===== src/rtl/id_ex_stage_reg.sv =====
// ID/EX pipeline register with load-use hazard detection, branch flush and a
// saturating stall-cycle counter for performance monitoring.
module id_ex_stage_reg #(
  parameter int XLEN  = 32,
  parameter int CNT_W = 16
) (
  input  logic             clk,
  input  logic             rst_n,
  input  logic             ID_Valid,
  input  logic [XLEN-1:0]  ID_PC,
  input  logic [XLEN-1:0]  ID_Rs1_Data,
  input  logic [XLEN-1:0]  ID_Rs2_Data,
  input  logic [XLEN-1:0]  ID_Imm,
  input  logic [4:0]       ID_Rs1,
  input  logic [4:0]       ID_Rs2,
  input  logic [4:0]       ID_Rd,
  input  logic             ID_Use_Rs1,
  input  logic             ID_Use_Rs2,
  input  logic             ID_RegWEN,
  input  logic             ID_MemRead,
  input  logic             ID_MemWrite,
  input  logic [3:0]       ID_ALUOp,
  input  logic [1:0]       ID_Fw_1,
  input  logic [1:0]       ID_Fw_2,
  input  logic             Flush,
  output logic             EX_Valid,
  output logic [XLEN-1:0]  EX_PC,
  output logic [XLEN-1:0]  EX_Rs1_Data,
  output logic [XLEN-1:0]  EX_Rs2_Data,
  output logic [XLEN-1:0]  EX_Imm,
  output logic [4:0]       EX_Rs1,
  output logic [4:0]       EX_Rs2,
  output logic [4:0]       EX_Rd,
  output logic             EX_Use_Rs1,
  output logic             EX_Use_Rs2,
  output logic             EX_RegWEN,
  output logic             EX_MemRead,
  output logic             EX_MemWrite,
  output logic [3:0]       EX_ALUOp,
  output logic [1:0]       EX_Fw_1,
  output logic [1:0]       EX_Fw_2,
  output logic             Stall,
  output logic [CNT_W-1:0] Stall_Cnt
);

  typedef struct packed {
    logic            valid;
    logic [XLEN-1:0] pc;
    logic [XLEN-1:0] rs1_data;
    logic [XLEN-1:0] rs2_data;
    logic [XLEN-1:0] imm;
    logic [4:0]      rs1;
    logic [4:0]      rs2;
    logic [4:0]      rd;
    logic            use_rs1;
    logic            use_rs2;
    logic            regwen;
    logic            memread;
    logic            memwrite;
    logic [3:0]      aluop;
    logic [1:0]      fw_1;
    logic [1:0]      fw_2;
  } ex_t;

  ex_t             ex_q, ex_d;
  logic [CNT_W-1:0] cnt_q, cnt_d;
  logic            lu;
  logic            capture;

  function automatic logic [CNT_W-1:0] sat_inc(input logic [CNT_W-1:0] v);
    return (&v) ? v : v + 1'b1;
  endfunction

  assign lu = ex_q.valid & ex_q.memread & (ex_q.rd != 5'd0) & ID_Valid &
              ((ID_Use_Rs1 & (ID_Rs1 == ex_q.rd)) | (ID_Use_Rs2 & (ID_Rs2 == ex_q.rd)));

  // A flushed ID instruction is discarded, so it never needs to wait.
  assign Stall   = lu & ~Flush;
  assign capture = ID_Valid & ~Flush & ~lu;

  always_comb begin
    ex_d  = '0;
    cnt_d = Stall ? sat_inc(cnt_q) : cnt_q;
    if (capture) begin
      ex_d.valid    = 1'b1;
      ex_d.pc       = ID_PC;
      ex_d.rs1_data = ID_Rs1_Data;
      ex_d.rs2_data = ID_Rs2_Data;
      ex_d.imm      = ID_Imm;
      ex_d.rs1      = ID_Rs1;
      ex_d.rs2      = ID_Rs2;
      ex_d.rd       = ID_Rd;
      ex_d.use_rs1  = ID_Use_Rs1;
      ex_d.use_rs2  = ID_Use_Rs2;
      ex_d.regwen   = ID_RegWEN;
      ex_d.memread  = ID_MemRead;
      ex_d.memwrite = ID_MemWrite;
      ex_d.aluop    = ID_ALUOp;
      ex_d.fw_1     = ID_Fw_1;
      ex_d.fw_2     = ID_Fw_2;
    end
  end

  // ID -> EX stage boundary
  always_ff @(posedge clk or negedge rst_n) begin
    if (!rst_n) begin
      ex_q  <= '0;
      cnt_q <= '0;
    end else begin
      ex_q  <= ex_d;
      cnt_q <= cnt_d;
    end
  end

  assign EX_Valid    = ex_q.valid;
  assign EX_PC       = ex_q.pc;
  assign EX_Rs1_Data = ex_q.rs1_data;
  assign EX_Rs2_Data = ex_q.rs2_data;
  assign EX_Imm      = ex_q.imm;
  assign EX_Rs1      = ex_q.rs1;
  assign EX_Rs2      = ex_q.rs2;
  assign EX_Rd       = ex_q.rd;
  assign EX_Use_Rs1  = ex_q.use_rs1;
  assign EX_Use_Rs2  = ex_q.use_rs2;
  assign EX_RegWEN   = ex_q.regwen;
  assign EX_MemRead  = ex_q.memread;
  assign EX_MemWrite = ex_q.memwrite;
  assign EX_ALUOp    = ex_q.aluop;
  assign EX_Fw_1     = ex_q.fw_1;
  assign EX_Fw_2     = ex_q.fw_2;
  assign Stall_Cnt   = cnt_q;

endmodule


===== config.mk =====
export PLATFORM = sky130hd
export DESIGN_NAME = id_ex_stage_reg
export DESIGN_NICKNAME = d
export VERILOG_FILES = /design/src/rtl/id_ex_stage_reg.sv
export SDC_FILE = /design/constraint.sdc
export NUM_CORES = 1
export LEC_CHECK = 0
export BUFFER_PORTS_ARGS = -buffer_cell sky130_fd_sc_hd__buf_2
export CORE_MARGIN = 1
export CORE_UTILIZATION = 35
export CTS_CLUSTER_DIAMETER = 200
export CTS_CLUSTER_SIZE = 25
export DETAILED_ROUTE_END_ITERATION = 8
export PLACE_DENSITY = 0.66
export SLEW_MARGIN = 20
export SYNTH_ARGS = -nofsm -noshare
export SYNTH_HDL_FRONTEND = slang
export SYNTH_SLANG_ARGS = --single-unit

===== constraint.sdc =====
create_clock -name clk -period 2.7 [get_ports clk]
set_input_delay 0.27 -clock clk [delete_from_list [all_inputs] [get_ports clk]]
set_output_delay 0.27 -clock clk [all_outputs]
set_load 0.005 [all_outputs]

# Word-level counts from Yosys, hierarchy flattened

Index checks and enable logic that the tools add are counted.

Multiplexer cells: 1
Reductions and logical operators: 3
Bitwise logic cells: 13
$add $sub $neg: 1
Eq/ne operators: 2

Operator list:

| operator                                      | number |
|---|---|
| two-way mux 157 bit                           | 1 |
| adder 16 x 1 -> 16 bit, second input constant | 1 |
| AND reduction 16 bit                          | 1 |
| == test 5 bit                                 | 2 |
| bitwise AND 1 bit                             | 9 |
| nonzero test 5 bit                            | 1 |
| NOT 1 bit                                     | 3 |
| AND reduction 2 bit                           | 1 |
| OR 1 bit                                      | 1 |

Register bits: 173
Input port bits: 160
Word-level logic and storage cells: 37
Output and inout port bits: 174

# Longest topological paths before layout

Depth in word-level cells: 7
Depth in mapped cells: 7
Gate-level depth less buffers: 6

# Least setup slack after synthesis

OpenSTA, ideal clock, no wires.

Path kind: flip-flop to flip-flop
Start: register cnt_q[0], in the netlist Stall_Cnt[0]
End: register cnt_q[1], in the netlist Stall_Cnt[1]
Stages on the path, launching flop included: 7
Period minus slack after synthesis: 2.056 ns
Path buffers: 0
Data arrival time: 1.928 ns
Library setup time: 0.128 ns
Setup slack: 0.644 ns
Required time: 2.572 ns
Cell sequence: dfrtp_1 > ha_1 > nand3_1 > nor4_1 > a211oi_1 > and2_1 > mux2_1

Word-level cells in the longest chain between the ends: 3
Elaborated cells on any way between the ends: 4
Those cells by class: 1 x add/sub; 1 x bitwise; 2 x reduce/logical

RTL lines:

| element                                                                        | RTL line | source |
|---|---|---|
| from (decl)                                                                    | 66       | `logic [CNT_W-1:0] cnt_q, cnt_d;` |
| from (signal assigned)                                                         | 111      | `cnt_q <= cnt_d;` |
| parallel branches: the longest is 3 deep, another holds adder 16 x 1 -> 16 bit | --       |  |

Several ways; the timed one is not identified.
A chain may end at the register's enable or synchronous reset.

# Final worst setup path

Start: register ex_q (netlist bit EX_Rd[1])
End: output Stall

Word-level cells in the longest chain between the ends: 5
Elaborated cells on any way between the ends: 10
Those cells by class: 2 x eq/ne; 7 x bitwise; 1 x reduce/logical

RTL lines:

| element                                             | RTL line | source |
|---|---|---|
| from (decl)                                         | 65       | `ex_t ex_q, ex_d;` |
| from (signal assigned)                              | 107      | `ex_q <= '0;` |
| from (signal assigned)                              | 110      | `ex_q <= ex_d;` |
| == test 5 bit or nonzero test 5 bit (tied branches) | 75, 74   |  |
| bitwise AND 1 bit (on tied branches)                | 75, 74   |  |
| OR 1 bit or bitwise AND 1 bit (tied branches)       | 75, 74   |  |
| bitwise AND 1 bit (*)                               | 74       | `assign lu = ex_q.valid & ex_q.memread & (ex_q.rd != 5'd0) & ID_Valid &` |
| bitwise AND 1 bit (*)                               | 78       | `assign Stall = lu & ~Flush;` |
| to (decl)                                           | 42       | `output logic Stall,` |

Every way passes the cells marked *; elsewhere a longest branch is shown, timed or not.

==> results by group <==
Pwr
  • Maximum vdd drop: 0.410 mV
  • PwrDens: 641 nW/um^2
  • Total Power: 5430 uW
  • Leak: 0.00477 uW

GRT
  • Pin count of the biggest net entering global routing: 158
  • Grt total ovfl: 0
  • Initial antenna violation count: 2
  • First-pass GRT wire length: 23300 microns
  • Gr usage total: 17.5%
  • Vias in the first global route: 4323

Worst setup path
  • CP Cell Sequence: or4_4, o2111ai_4, nor2_1, and2_1, buf_2
  • Crit path max-delay family: simple AND/OR/NAND/NOR gates
  • Crit path DAT: 2110 ps
  • Worst setup path class: reg -> out
  • WP buf/inv: 1
  • Critical Path Start Type: flop
  • Crit path max fanout: 4
  • Crit-path max cell delay: 570 ps
  • Slowest-stage cell, CP: or4_4
  • Critical Path Sink Type: output pin
  • CP required: 2430 ps

Yosys
  • Post-synthesis sequential area ratio: 72.7%
  • Post-Syn Area: 5960 sq um
  • Warnings from Yosys: 0
  • Mapped Cells: 425
  • Mean cell area of the mapped netlist: 14.0 sq um
  • Post-synthesis cell type count: 28
  • Synthesized flop and latch total: 173
  • Syn_nets: 586

Die
  • I/O Pins: 334
  • Row count: 47
  • Die footprint: 17500 sq um
  • Die height: 132 microns
  • Initial Utilization: 35.9%
  • Die X: 132 microns
  • Core area: 16600 sq um

Placed design
  • Detailed placement HPWL: 10600 microns
  • Port bufs: 333
  • RePlAce Congestion: 0.780
  • Pre-CTS setup slack: 418 ps

Timing
  • Final hold violation count: 0
  • Final setup fails: 0
  • Fin Clk Skew: 6.39 ps
  • Worst-margin pin slew: 860 ps
  • Setup TNS Final: 0 ps
  • Max Clk Rate: 420 MHz
  • RSZ-0062 raised after global routing: false
  • Setup ws final: 319 ps
  • Worst slew margin: 42.3%
  • Fin. max-slew vios: 0
  • Final critical-path required period: 2380 ps
  • Tcrit/Tclk final: 88.2%

Detailed routing
  • Drt total wl: 14700 microns
  • DRC viols: 0
  • Antenna Nets Post-Route: 0
  • Met3 WL post-DR: 1280 microns
  • Top routing layer in use: met5
  • Number of vias per cell: 4.20
  • 1st-iter DRT viols: 169
  • Met2 WL: 7420 microns
  • Detailed Routing Iterations Pass 1: 4
  • WL met1: 5710 microns
  • Routed len/inst: 14.7 microns
  • Via count: 4186

Layout
  • Final Core Density: 51.1%
  • Layout cells sized above 1: 48.3%
  • Fillers: 1517
  • P&R area growth vs syn: 42.2%
  • Net count, final: 925

Clock tree
  • Post-CTS Setup Bufs: 0
  • Root buffer cell: clkbuf_16
  • Clock Tree Buf Depth: 2
  • Cts hold-fix bufs: 1
  • Clock buffer count from CTS: 17
  • CTS resizes: 0
  • H-tree levels: 4
  • CTS tree: done
  • # clock sinks: 173
  • Worst-skew pair later-pin latency: 420 ps
  • Clock transition at path regs: 70 ps

Hold path
  • HP Class: in -> reg

Job
  • Max-Cap Viols: 0

Status
  • Outcome: finished, final reports clean
stage by stage:
step,std cells,area [sq um],hold WS [ps]
3_5_place_dp,964,7890,322
5_1_grt,997,8470,22.7
4_1_cts,996,8470,24.2
6_report,997,8470,45.7
3_3_place_gp,964,7890,315
2_1_floorplan,425,5960,-25.6
flip-flops by register name, summed over array words and instances, names as in the netlist:
register and cells:
EX_Imm 32, EX_ALUOp 4, EX_Use_Rs1 1, EX_RegWEN 1, EX_Valid 1, EX_Fw_1 2, EX_Rs1 5, Stall_Cnt 16
EX_Rs2 5, EX_MemWrite 1, EX_Rs2_Data 32, EX_Rd 5, EX_MemRead 1, EX_Use_Rs2 1, EX_Fw_2 2, EX_PC 32
EX_Rs1_Data 32
placed cells by master, fill, tap and decap left out, types with 2 or more instances in the layout:
cell,instances
and2_1,159
and3_1,4
buf_12,3
buf_2,332
clkbuf_16,17
clkinv_2,2
clkinv_4,2
clkinvlp_4,4
dfrtp_1,173
inv_6,4
mux2_2,2
nand2_1,7
nand2b_1,3
nand3_1,9
nand4_1,9
nor2_1,5
xnor2_1,22
where the power goes:
part           internal, uW  switching (uW)
Combinational           206             189
Sequential             2680            26.3
Clock                  1280            1040
Total                  4170            1260
kinds of logic (layout without fill, tap and decap cells):
logic type	after synthesis	count (layout)	share of synthesized area, %
and+or+nand+nor	201	201	20.5
adders and majority gates	1	1	0.210
xor gates and xnor gates	23	23	3.38
DFF	173	173	72.7
AOI/OAI and AO/OA	5	5	1.07
buffers and inverters	19	370	1.55
other	0	1	0
muxes	3	3	0.567
Yosys cell counts:
cell	count	area, sq um
o22ai_1	1	6.26
buf_2	2	10.0
nand4_1	9	56.3
a21oi_2	1	8.76
nand3_1	9	45.0
clkbuf_2	12	60.1
and3_1	4	25.0
a211oi_1	1	7.51
nand2_1	7	26.3
nor3_1	1	5.00
inv_2	1	3.75
xor2_1	1	8.76
mux2_2	2	22.5
mux2_1	1	11.3
buf_4	1	7.51
and2_1	159	995
nor2_1	5	18.8
or4_4	1	11.3
o2111ai_4	1	26.3
clkbuf_1	3	11.3
nand2b_1	3	18.8
xnor2_1	22	193
dfrtp_1	173	4330
and4_1	1	8.76
ha_1	1	12.5
nand3b_1	1	7.51
nor4_1	1	6.26
a2111oi_2	1	15.0
worst paths after layout:
kind / start / endpoint / slack [ps] / cells past startpoint
worst max register to register: Stall_Cnt[0] / Stall_Cnt[1] / 360 / 6
worst min-delay path: ID_PC[22] / EX_PC[22] / 50 / 2
worst min register to register: Stall_Cnt[6] / Stall_Cnt[6] / 490 / 1
worst max-delay path: EX_Rd[1] / Stall / 320 / 5
max in group asynchronous: rst_n / EX_Imm[15] / 1540 / 3
min in group asynchronous: rst_n / EX_Imm[12] / 420 / 2
area by class of cell:
class                      instances  area [sq um]  area share (%)
sequential                       173          4330            51.1
timing repair buffer             338          1750            20.7
multi-input combinational        233          1540            18.2
clock buffer                      17           425            5.02
tap                              220           275            3.25
clock inverter                    14           139            1.64
inverter                           1          3.75          0.0443
antenna                            1          2.50          0.0296
routing by layer:
layer  vias to the layer above  track usage (%)
met5                         -                0
met4                         2             6.32
met1                      1947             20.1
met3                        22             7.24
li1                       2009                -
met2                       206             29.4
worst reg2reg max path, cell delays in order (launching register included):
cell and delay (ps):
dfrtp_1 430, ha_1 240, nand3_1 160, nor4_1 90, a211oi_1 700, and2_1 270
mux2_1 320
No activity file was read; power rests on OpenSTA's default activity.
